$ cat src/rtl/checkout_pkg.sv
// Shared types and constants for the bar-code checkout sequencer.
package checkout_pkg;

  localparam int unsigned CODE_W   = 5;
  localparam int unsigned VAL_DEZ  = 10;
  localparam int unsigned VAL_DOIS = 2;

  typedef enum logic [2:0] {
    IDLE   = 3'd0,
    SCAN   = 3'd1,
    PAY    = 3'd2,
    CHANGE = 3'd3,
    DONE   = 3'd4
  } state_e;

  typedef enum logic [1:0] {
    COIN_NONE = 2'b00,
    COIN_2    = 2'b01,
    COIN_10   = 2'b10,
    COIN_BAD  = 2'b11
  } coin_e;

endpackage

$ cat src/rtl/price_lookup.sv
// Combinational item price table: price = 2 * code for codes 1..MAX_CODE.
module price_lookup
  import checkout_pkg::*;
#(
  parameter int unsigned MAX_CODE = 20,
  parameter int unsigned PRICE_W  = 8
) (
  input  logic [CODE_W-1:0]  code_i,
  output logic [PRICE_W-1:0] price_c,
  output logic               valid_c
);

  // Validate the code and form its price; invalid codes report a zero price.
  always_comb begin
    valid_c = (code_i != '0) && (32'(code_i) <= MAX_CODE);
    price_c = '0;
    if (valid_c) begin
      price_c = PRICE_W'({code_i, 1'b0});
    end
  end

endmodule

$ cat src/rtl/checkout_sequencer.sv
// Sequences one purchase: accumulate item prices, collect coins, pay out change, signal FIM.
module checkout_sequencer
  import checkout_pkg::*;
#(
  parameter int unsigned TOTAL_W   = 8,
  parameter int unsigned MAX_TOTAL = 200,
  parameter int unsigned MAX_CODE  = 20
) (
  input  logic               clock,
  input  logic               reset,
  input  logic               scan_valid,
  input  logic [4:0]         I,
  input  logic               PG,
  input  logic               cancel,
  input  logic [1:0]         moneyEntered,
  output logic [TOTAL_W-1:0] total,
  output logic [TOTAL_W-1:0] paid,
  output logic               DEZ,
  output logic               DOIS,
  output logic               FIM,
  output logic               err,
  output logic               busy
);

  localparam int unsigned SUM_W = TOTAL_W + 1;
  localparam logic [SUM_W-1:0] MAX_TOT  = SUM_W'(MAX_TOTAL);
  localparam logic [SUM_W-1:0] PAID_MAX = SUM_W'({TOTAL_W{1'b1}});

  state_e             state_q, state_d;
  logic [TOTAL_W-1:0] total_q, total_d;
  logic [TOTAL_W-1:0] paid_q, paid_d;
  logic [TOTAL_W-1:0] change_q, change_d;
  logic               dez_q, dez_d;
  logic               dois_q, dois_d;
  logic               fim_q, fim_d;
  logic               err_q, err_d;
  logic               busy_q, busy_d;

  logic [TOTAL_W-1:0] price;
  logic               price_ok;
  logic [SUM_W-1:0]   scan_sum;
  logic [SUM_W-1:0]   coin_val;
  logic [SUM_W-1:0]   paid_sum;
  coin_e              coin;

  price_lookup #(
    .MAX_CODE (MAX_CODE),
    .PRICE_W  (TOTAL_W)
  ) u_price (
    .code_i  (I),
    .price_c (price),
    .valid_c (price_ok)
  );

  // State, datapath and pulse registers; reset drops the transaction with no payout.
  always_ff @(posedge clock or negedge reset) begin
    if (!reset) begin
      state_q  <= IDLE;
      total_q  <= '0;
      paid_q   <= '0;
      change_q <= '0;
      dez_q    <= 1'b0;
      dois_q   <= 1'b0;
      fim_q    <= 1'b0;
      err_q    <= 1'b0;
      busy_q   <= 1'b0;
    end else begin
      state_q  <= state_d;
      total_q  <= total_d;
      paid_q   <= paid_d;
      change_q <= change_d;
      dez_q    <= dez_d;
      dois_q   <= dois_d;
      fim_q    <= fim_d;
      err_q    <= err_d;
      busy_q   <= busy_d;
    end
  end

  // Next-state, datapath update and output pulse generation.
  always_comb begin
    state_d  = state_q;
    total_d  = total_q;
    paid_d   = paid_q;
    change_d = change_q;
    dez_d    = 1'b0;
    dois_d   = 1'b0;
    err_d    = 1'b0;

    coin     = coin_e'(moneyEntered);
    scan_sum = {1'b0, total_q} + {1'b0, price};
    case (coin)
      COIN_2:  coin_val = SUM_W'(VAL_DOIS);
      COIN_10: coin_val = SUM_W'(VAL_DEZ);
      default: coin_val = '0;
    endcase
    paid_sum = {1'b0, paid_q} + coin_val;

    case (state_q)
      IDLE: begin
        if (scan_valid) begin
          if (price_ok && ({1'b0, price} <= MAX_TOT)) begin
            total_d = price;
            state_d = SCAN;
          end else begin
            err_d = 1'b1;
          end
        end
      end
      SCAN: begin
        if (cancel) begin
          total_d = '0;
          state_d = DONE;
        end else if (scan_valid) begin
          // A scan wins over PG in the same cycle; PAY follows once PG is seen alone.
          if (price_ok && (scan_sum <= MAX_TOT)) begin
            total_d = scan_sum[TOTAL_W-1:0];
          end else begin
            err_d = 1'b1;
          end
        end else if (PG) begin
          state_d = PAY;
        end
      end
      PAY: begin
        if (cancel) begin
          change_d = paid_q;
          state_d  = CHANGE;
        end else if (paid_q >= total_q) begin
          // Completion is judged on the registered paid value; a coin in this cycle is not taken.
          change_d = paid_q - total_q;
          state_d  = CHANGE;
        end else begin
          case (coin)
            COIN_BAD: err_d = 1'b1;
            COIN_2, COIN_10: begin
              if (paid_sum > PAID_MAX) begin
                err_d = 1'b1;
              end else begin
                paid_d = paid_sum[TOTAL_W-1:0];
              end
            end
            default: ;
          endcase
        end
      end
      CHANGE: begin
        if (change_q >= TOTAL_W'(VAL_DEZ)) begin
          dez_d    = 1'b1;
          change_d = change_q - TOTAL_W'(VAL_DEZ);
        end else if (change_q >= TOTAL_W'(VAL_DOIS)) begin
          dois_d   = 1'b1;
          change_d = change_q - TOTAL_W'(VAL_DOIS);
        end else begin
          // Only a residue of 1 can be non-zero here; it is dropped and flagged.
          err_d    = (change_q != '0);
          change_d = '0;
          state_d  = DONE;
        end
      end
      DONE: begin
        state_d = IDLE;
      end
      default: begin
        state_d = IDLE;
      end
    endcase

    if (state_d == DONE) begin
      total_d = '0;
      paid_d  = '0;
    end

    fim_d  = (state_d == DONE);
    busy_d = (state_d != IDLE);
  end

  assign total = total_q;
  assign paid  = paid_q;
  assign DEZ   = dez_q;
  assign DOIS  = dois_q;
  assign FIM   = fim_q;
  assign err   = err_q;
  assign busy  = busy_q;

endmodule

$ cat config.mk
export PLATFORM = sky130hd
export DESIGN_NAME = checkout_sequencer
export DESIGN_NICKNAME = d
export VERILOG_FILES = /design/src/rtl/checkout_pkg.sv /design/src/rtl/price_lookup.sv /design/src/rtl/checkout_sequencer.sv
export SDC_FILE = /design/constraint.sdc
export NUM_CORES = 1
export LEC_CHECK = 0
export ABC_AREA = 1
export CAP_MARGIN = 20
export CORE_ASPECT_RATIO = 0.8
export CORE_MARGIN = 4
export CORE_UTILIZATION = 50
export CTS_CLUSTER_SIZE = 28
export DETAILED_ROUTE_END_ITERATION = 10
export HOLD_SLACK_MARGIN = 0.06
export PLACE_DENSITY_LB_ADDON = 0.15
export SYNTH_ARGS = -nofsm -noshare
export SYNTH_HDL_FRONTEND = slang
export SYNTH_SLANG_ARGS = --single-unit
$ cat constraint.sdc
create_clock -name clock -period 2.7 [get_ports clock]
set_input_delay 0.54 -clock clock [delete_from_list [all_inputs] [get_ports clock]]
set_output_delay 0.54 -clock clock [all_outputs]
set_load 0.01 [all_outputs]
==> qor.txt, run 1 <==
Top FF cell, synth -> dfrtp_1
drt drc -> 0
VDD IR max -> 593 uV
minimum clock period -> 2.55 ns
pre-CTS setup slack -> -0.599 ns
starting density of the core -> 52.4%
drt initial violations -> 174
Critical Path Max Stage Delay -> 0.39 ns
Top-Level Pins -> 33
1st-pass router iterations -> 4
Die ar. -> 6550 um2
P_leak -> 1.79 nW
Clock H-tree levels -> 2
number of synthesized flops with an enable pin -> 0
distinct cell type count after synthesis -> 39
worst skew pair latency -> 0.28 ns
Die W -> 89.5 um
GR Util All Layers -> 23.7%
Ant. Diodes -> 0
largest delay contributor family on the critical path -> simple AND/OR/NAND/NOR gates
Routed Wire Length -> 7.01 mm
CTS tree -> built
status -> complete, no violations
post-route setup slack -> 0.149 ns
CP max-delay cell -> fa_2
most common cell after layout, fill and taps aside -> nand2_1
GR Overflow Total -> 0
power per cell area -> 962 nW/um2
crit path DAT -> 2.72 ns
CP Capture Type -> register
Setup violations, final -> 0
commonest cells after routing, fill and taps aside -> nand2_1 (94), inv_1 (49), nand3_1 (40)
syn_area_per_cell -> 6.94 um2
flops & latches, synth -> 30
clock tree sinks -> 30
Final Cycle Share -> 94.5%
core area -> 5060 um2
vias after detailed routing -> 2660
min-delay worst type -> reg2reg
number of global-route vias before repair -> 2443
crit path max fanout -> 8
critical path type -> in2reg
Final Skew -> 0.00716 ns
Bufs on Longest Clock Path -> 2
DPL Wire Length -> 5.43 mm
die height -> 73.2 um
Max-Slew Margin vs Limit -> 65.5%
Root Buffer -> clkbuf_8
Nets -> 477
Worst Setup Start Kind -> input pin
crit path buf inv count -> 4
worst-margin pin slew -> 0.516 ns
Synth Instances -> 383
Num CTS Buffers -> 5
final hold vios -> 0
Synth Warn # -> 0
Synth Cell Area -> 2660 um2
Slew Limit Fails -> 0
routability congestion estimate -> 0.967
hold_ws -> 0.534 ns
Vias/cell -> 5.26
Site Rows -> 23
initial antenna violation count -> 0
clk slew on worst S/H paths -> 0.07 ns
PortBufs -> 30
Req. time, crit path -> 2.87 ns
crit-path cells -> dlygate4sd2_1, inv_1, nand2_1, buf_4, nand2_1, nand2_2, nand2_2, inv_1, ha_4, fa_2, nand2_2, nand3b_1, nand2_2, nand3_2, nand3_2, nand2_2, nand2_4, nand2_4, nand3_1, nand2_1
CP most frequent cell -> nand2_2
ANT nets after route -> 0
Util after Layout -> 67.9%
Routed wire per std cell -> 13.8 um
Async S/R FF share, synth -> 100%
Hold-fix buffers, CTS -> 0
post-synthesis sequential area ratio -> 28.3%
largest net degree at the start of global routing -> 31
share of cells above drive strength 1 -> 19.8%
global-route wire length before repair -> 12.0 mm
Max Cap Violations -> 0
Area Overhead vs Synth -> 29.4%
Fmax achieved -> 392 MHz
## area by class of cell
type | count | area, um2
clock buffer | 8 | 110
inverter | 57 | 219
fill | 442 | 1630
timing repair buffer | 58 | 515
multi-input combinational | 291 | 1770
tap | 62 | 77.6
sequential | 30 | 751
## per-layer routing
layer | wire [um] | vias up | GRT usage (%)
met3 | 431 | 4 | 4.18
met2 | 2970 | 63 | 34.1
met4 | 31 | 0 | 3.47
met1 | 3570 | 1223 | 37.3
met5 | 0 | - | 0
li1 | - | 1370 | -
## metrics by stage
stage	cell area [um2]	power, mW	instances	setup TNS (ns)
4_1_cts	3390	3.24	506	0
6_report	3440	3.31	506	0
3_5_place_dp	3190	2.74	496	-4.91
5_1_grt	3440	3.64	506	-0.139
3_3_place_gp	3190	2.72	496	-3.49
2_1_floorplan	2660	2.14	385	0
## worst paths after layout
check / depth (start not counted) / from / endpoint / slack [ns]
max: 20 / I[3] / total[5]$_DFFE_PN0P_ / 0.15
min: 2 / change_q[0]$_DFFE_PN0P_ / change_q[0]$_DFFE_PN0P_ / 0.53
max reg2reg: 10 / total[3]$_DFFE_PN0P_ / change_q[4]$_DFFE_PN0P_ / 0.24
min reg2reg: 2 / change_q[0]$_DFFE_PN0P_ / change_q[0]$_DFFE_PN0P_ / 0.53
max in group asynchronous: 2 / reset / paid[3]$_DFFE_PN0P_ / 1.75
min in group asynchronous: 2 / reset / total[7]$_DFFE_PN0P_ / 0.66
## cells by family after synthesis
logic type	after synthesis	share of synthesized area, %
and+or+nand+nor	195	33.3
AOI/OAI and AO/OA	65	15.5
buffers and inverters	64	9.89
DFF	30	28.3
adders and majority gates	22	10.9
xor gates and xnor gates	6	1.98
other	1	0.141
## synthesized netlist by cell type, types with 3 or more instances
cell / count / share of area [%]
nor2_1: 22 / 3.1
dfrtp_1: 30 / 28
o21ai_4: 3 / 1.8
nand4_1: 7 / 1.6
o21ai_2: 7 / 2.3
inv_1: 52 / 7.3
a31oi_1: 3 / 0.71
o21ai_0: 20 / 3.8
ha_1: 20 / 9.4
nand3_1: 45 / 8.5
o21ai_1: 7 / 1.3
xor2_1: 5 / 1.6
nand2_1: 101 / 14
or2_2: 3 / 0.71
nand2_2: 6 / 1.4
inv_2: 4 / 0.57
a21oi_1: 15 / 2.8
nor3_1: 4 / 0.75
## registers in the layout, summed over array words and instances (netlist names)
name / count
DEZ: 1
paid: 7
change_q: 8
total: 7
busy: 1
DOIS: 1
FIM: 1
state_q: 3
err: 1
## worst reg2reg max path, stage by stage (launching register included)
cell,delay [ns]
dfrtp_1,0.45
inv_1,0.08
ha_1,0.36
a21oi_1,0.25
o21ai_1,0.15
o21ai_1,0.22
nand3_1,0.13
nand2_1,0.20
nand2_1,0.27
nor2_1,0.16
a31oi_1,0.06
## where the power goes
part / switching (mW) / total (mW) / internal (mW) / leakage, nW
Clock: 0.166 / 0.423 / 0.257 / 0.0575
Combinational: 1.25 / 2.12 / 0.871 / 1.34
Sequential: 0.173 / 0.767 / 0.593 / 0.393
Total: 1.59 / 3.31 / 1.72 / 1.79
## what timing repair did
action,in CTS,in global routing
buffers inserted,2,0
endpoints found under the setup margin,8,8
hold endpoints to repair,0,0
gates resized for setup,19,15
pin swaps,10,9
(Power assumes the default switching activity.)
==> inputs of run 2 (changes only) <==
Settings changed: CORE_MARGIN 4 to 3, SLEW_MARGIN from default to 5.
==> qor.txt, run 2 (synthesis results as in run 1) <==
status -> complete, no violations (unchanged)
Worst Setup Start Kind -> input pin (unchanged)
number of global-route vias before repair -> 2576 (was 2443)
Vias/cell -> 5.33 (was 5.26)
initial antenna violation count -> 0 (unchanged)
Clock H-tree levels -> 2 (unchanged)
GR Util All Layers -> 25.2% (was 23.7%)
R2R Path Start -> total[3]$_DFFE_PN0P_ (unchanged)
Site Rows -> 23 (unchanged)
CTS tree -> built (unchanged)
minimum clock period -> 2.59 ns (was 2.55 ns)
Root Buffer -> clkbuf_8 (unchanged)
drt initial violations -> 125 (was 174)
Routed Wire Length -> 7.39 mm (was 7.01 mm)
Final Instance Area -> 3530 um2 (was 3440 um2)
DPL Wire Length -> 5.72 mm (was 5.43 mm)
Top reg by flops -> change_q (unchanged)
cells on worst reg2reg path -> 10 (unchanged)
crit path max fanout -> 8 (unchanged)
Final Skew -> 0.00686 ns (was 0.00716 ns)
power per cell area -> 1000 nW/um2 (was 962 nW/um2)
worst-margin pin slew -> 0.613 ns (was 0.516 ns)
Top-Level Pins -> 33 (unchanged)
worst min-delay path startpoint -> change_q[0]$_DFFE_PN0P_ (unchanged)
clk slew on worst S/H paths -> 0.07 ns (about the same)
largest net degree at the start of global routing -> 31 (unchanged)
commonest cells after routing, fill and taps aside -> nand2_1 (90), inv_1 (50), nand3_1 (35) (was nand2_1 (94), inv_1 (49), nand3_1 (40))
crit path DAT -> 2.76 ns (was 2.72 ns)
die height -> 71.2 um (was 73.2 um)
Max-Slew Margin vs Limit -> 59.1% (was 65.5%)
Nets -> 478 (was 477)
most common cell after layout, fill and taps aside -> nand2_1 (unchanged)
share of cells above drive strength 1 -> 22.2% (was 19.8%)
global-route wire length before repair -> 12.2 mm (was 12.0 mm)
critical path type -> in2reg (unchanged)
Critical Path End -> total[4]$_DFFE_PN0P_ (was total[5]$_DFFE_PN0P_)
ANT nets after route -> 0 (unchanged)
Die W -> 87.5 um (was 89.5 um)
VDD IR max -> 772 uV (was 593 uV)
GR Overflow Total -> 0 (unchanged)
end of the worst register-to-register path -> change_q[4]$_DFFE_PN0P_ (unchanged)
min-delay worst type -> reg2reg (unchanged)
routability congestion estimate -> 0.970 (was 0.967)
reg2reg setup slack -> 0.39 ns (was 0.24 ns)
Num CTS Buffers -> 5 (unchanged)
core area -> 5060 um2 (unchanged)
pre-CTS setup slack -> -0.646 ns (was -0.599 ns)
Placed Area -> 3190 um2 (unchanged)
Fmax achieved -> 386 MHz (was 392 MHz)
clock tree sinks -> 30 (unchanged)
Largest register FFs -> 8 (unchanged)
Req. time, crit path -> 2.87 ns (about the same)
final hold vios -> 0 (unchanged)
worst skew pair latency -> 0.29 ns (was 0.28 ns)
Routed wire per std cell -> 14.6 um (was 13.8 um)
drt drc -> 0 (unchanged)
1st-pass router iterations -> 4 (unchanged)
Worst Setup SP -> I[4] (was I[3])
Bufs on Longest Clock Path -> 2 (unchanged)
CP Capture Type -> register (unchanged)
Final Cycle Share -> 95.9% (was 94.5%)
fillcell total -> 437 (was 442)
Max Cap Violations -> 0 (unchanged)
PortBufs -> 30 (unchanged)
post-route setup slack -> 0.111 ns (was 0.149 ns)
Area Overhead vs Synth -> 32.8% (was 29.4%)
Setup violations, final -> 0 (unchanged)
Die ar. -> 6230 um2 (was 6550 um2)
starting density of the core -> 52.4% (unchanged)
vias after detailed routing -> 2702 (was 2660)
P_leak -> 1.80 nW (was 1.79 nW)
Slew Limit Fails -> 0 (unchanged)
Ant. Diodes -> 0 (unchanged)
run 2: cell types whose count changed in the layout (fill, tap and decap cells not counted), sizes merged:
cell | previous run | this run
dlygate4sd2 | 2 | 3
buf | 28 | 29
dlymetal6s2s | 3 | 0
bufinv | 0 | 2
clkbuf | 8 | 6
clkdlybuf4s15 | 0 | 2
run 2: final cells by class:
| cell class | count | area (um2) | area share, % |
|---|---|---|---|
| multi-input cells | 291 | 1820 | 51.6 |
| repair buffers | 59 | 518 | 14.7 |
| clock inverters | 2 | 60.1 | 1.70 |
| clock buffers | 6 | 82.6 | 2.34 |
| inverters | 57 | 219 | 6.21 |
| flip-flops and latches | 30 | 751 | 21.3 |
| well taps | 62 | 77.6 | 2.20 |
run 2: metrics by stage:
| stage | setup TNS [ns] | hold slack (ns) | instances | power, mW | utilization [%] |
|---|---|---|---|---|---|
| finish | 0 | 0.530 | 507 | 3.54 | 69.7 |
| global route | -0.0115 | 0.591 | 507 | 3.86 | 69.7 |
| CTS | 0 | 0.532 | 506 | 3.44 | 67.4 |
| detailed placement | -5.70 | 0.516 | 496 | 2.77 | 63.0 |
| global placement | -3.91 | 0.511 | 496 | 2.74 | 63.0 |
| floorplan | 0 | 0.244 | 385 | 2.14 | - |
run 2: routing by layer:
metal	vias up	share of wire, %	wire length (um)	track usage (%)
met5	-	0	0	0
met4	0	1.1	82	6.64
met3	8	6.4	475	7.22
met2	66	43	3210	36.0
met1	1252	49	3620	37.1
li1	1376	-	-	-
run 2: worst min path at each step:
stage                                    endpoint  slack, ns  depth (start not counted)
final                     change_q[0]$_DFFE_PN0P_       0.53                          2
after global routing      change_q[0]$_DFFE_PN0P_       0.59                          2
after CTS                 change_q[0]$_DFFE_PN0P_       0.53                          2
after detailed placement  change_q[0]$_DFFE_PN0P_       0.52                          2
after global placement    change_q[0]$_DFFE_PN0P_       0.51                          2
after floorplan                     DEZ$_DFF_PN0_       0.24                          0
run 2: critical path, cell delays in order:
cell           delay (ns)
dlygate4sd2_1        0.26
inv_2                0.12
o21ai_2              0.09
nand2_2              0.10
nand2_4              0.07
nand2_2              0.07
inv_1                0.04
ha_2                 0.17
fa_2                 0.37
nand2_2              0.09
nand3b_1             0.09
nand2_2              0.10
nand3_2              0.09
nand3_2              0.09
nand2_2              0.08
nand2_4              0.13
nand2_8              0.09
nand3_2              0.09
nand2_1              0.06
run 2: report_power, final:
group | switching [mW] | leakage (nW) | internal (mW) | total [mW]
combinational | 1.29 | 1.34 | 0.910 | 2.19
clock | 0.182 | 0.0714 | 0.394 | 0.575
sequential | 0.176 | 0.393 | 0.593 | 0.769
total | 1.64 | 1.80 | 1.90 | 3.54
run 2: repair_timing:
item	in CTS	in global routing
pin swaps	12	10
hold endpoints to repair	0	0
setup buffers	2	1
hold buffers	0	0
endpoints found under the setup margin	8	8
gates resized for setup	25	25
cloned	0	0
==> inputs of run 3 (changes only) <==
Settings changed: CAP_MARGIN 20 to default, CTS_CLUSTER_DIAMETER from default to 120, SLEW_MARGIN 5 to default.
==> results of run 3 <==
Final layout, timing and power as in run 2 (identical DEF).
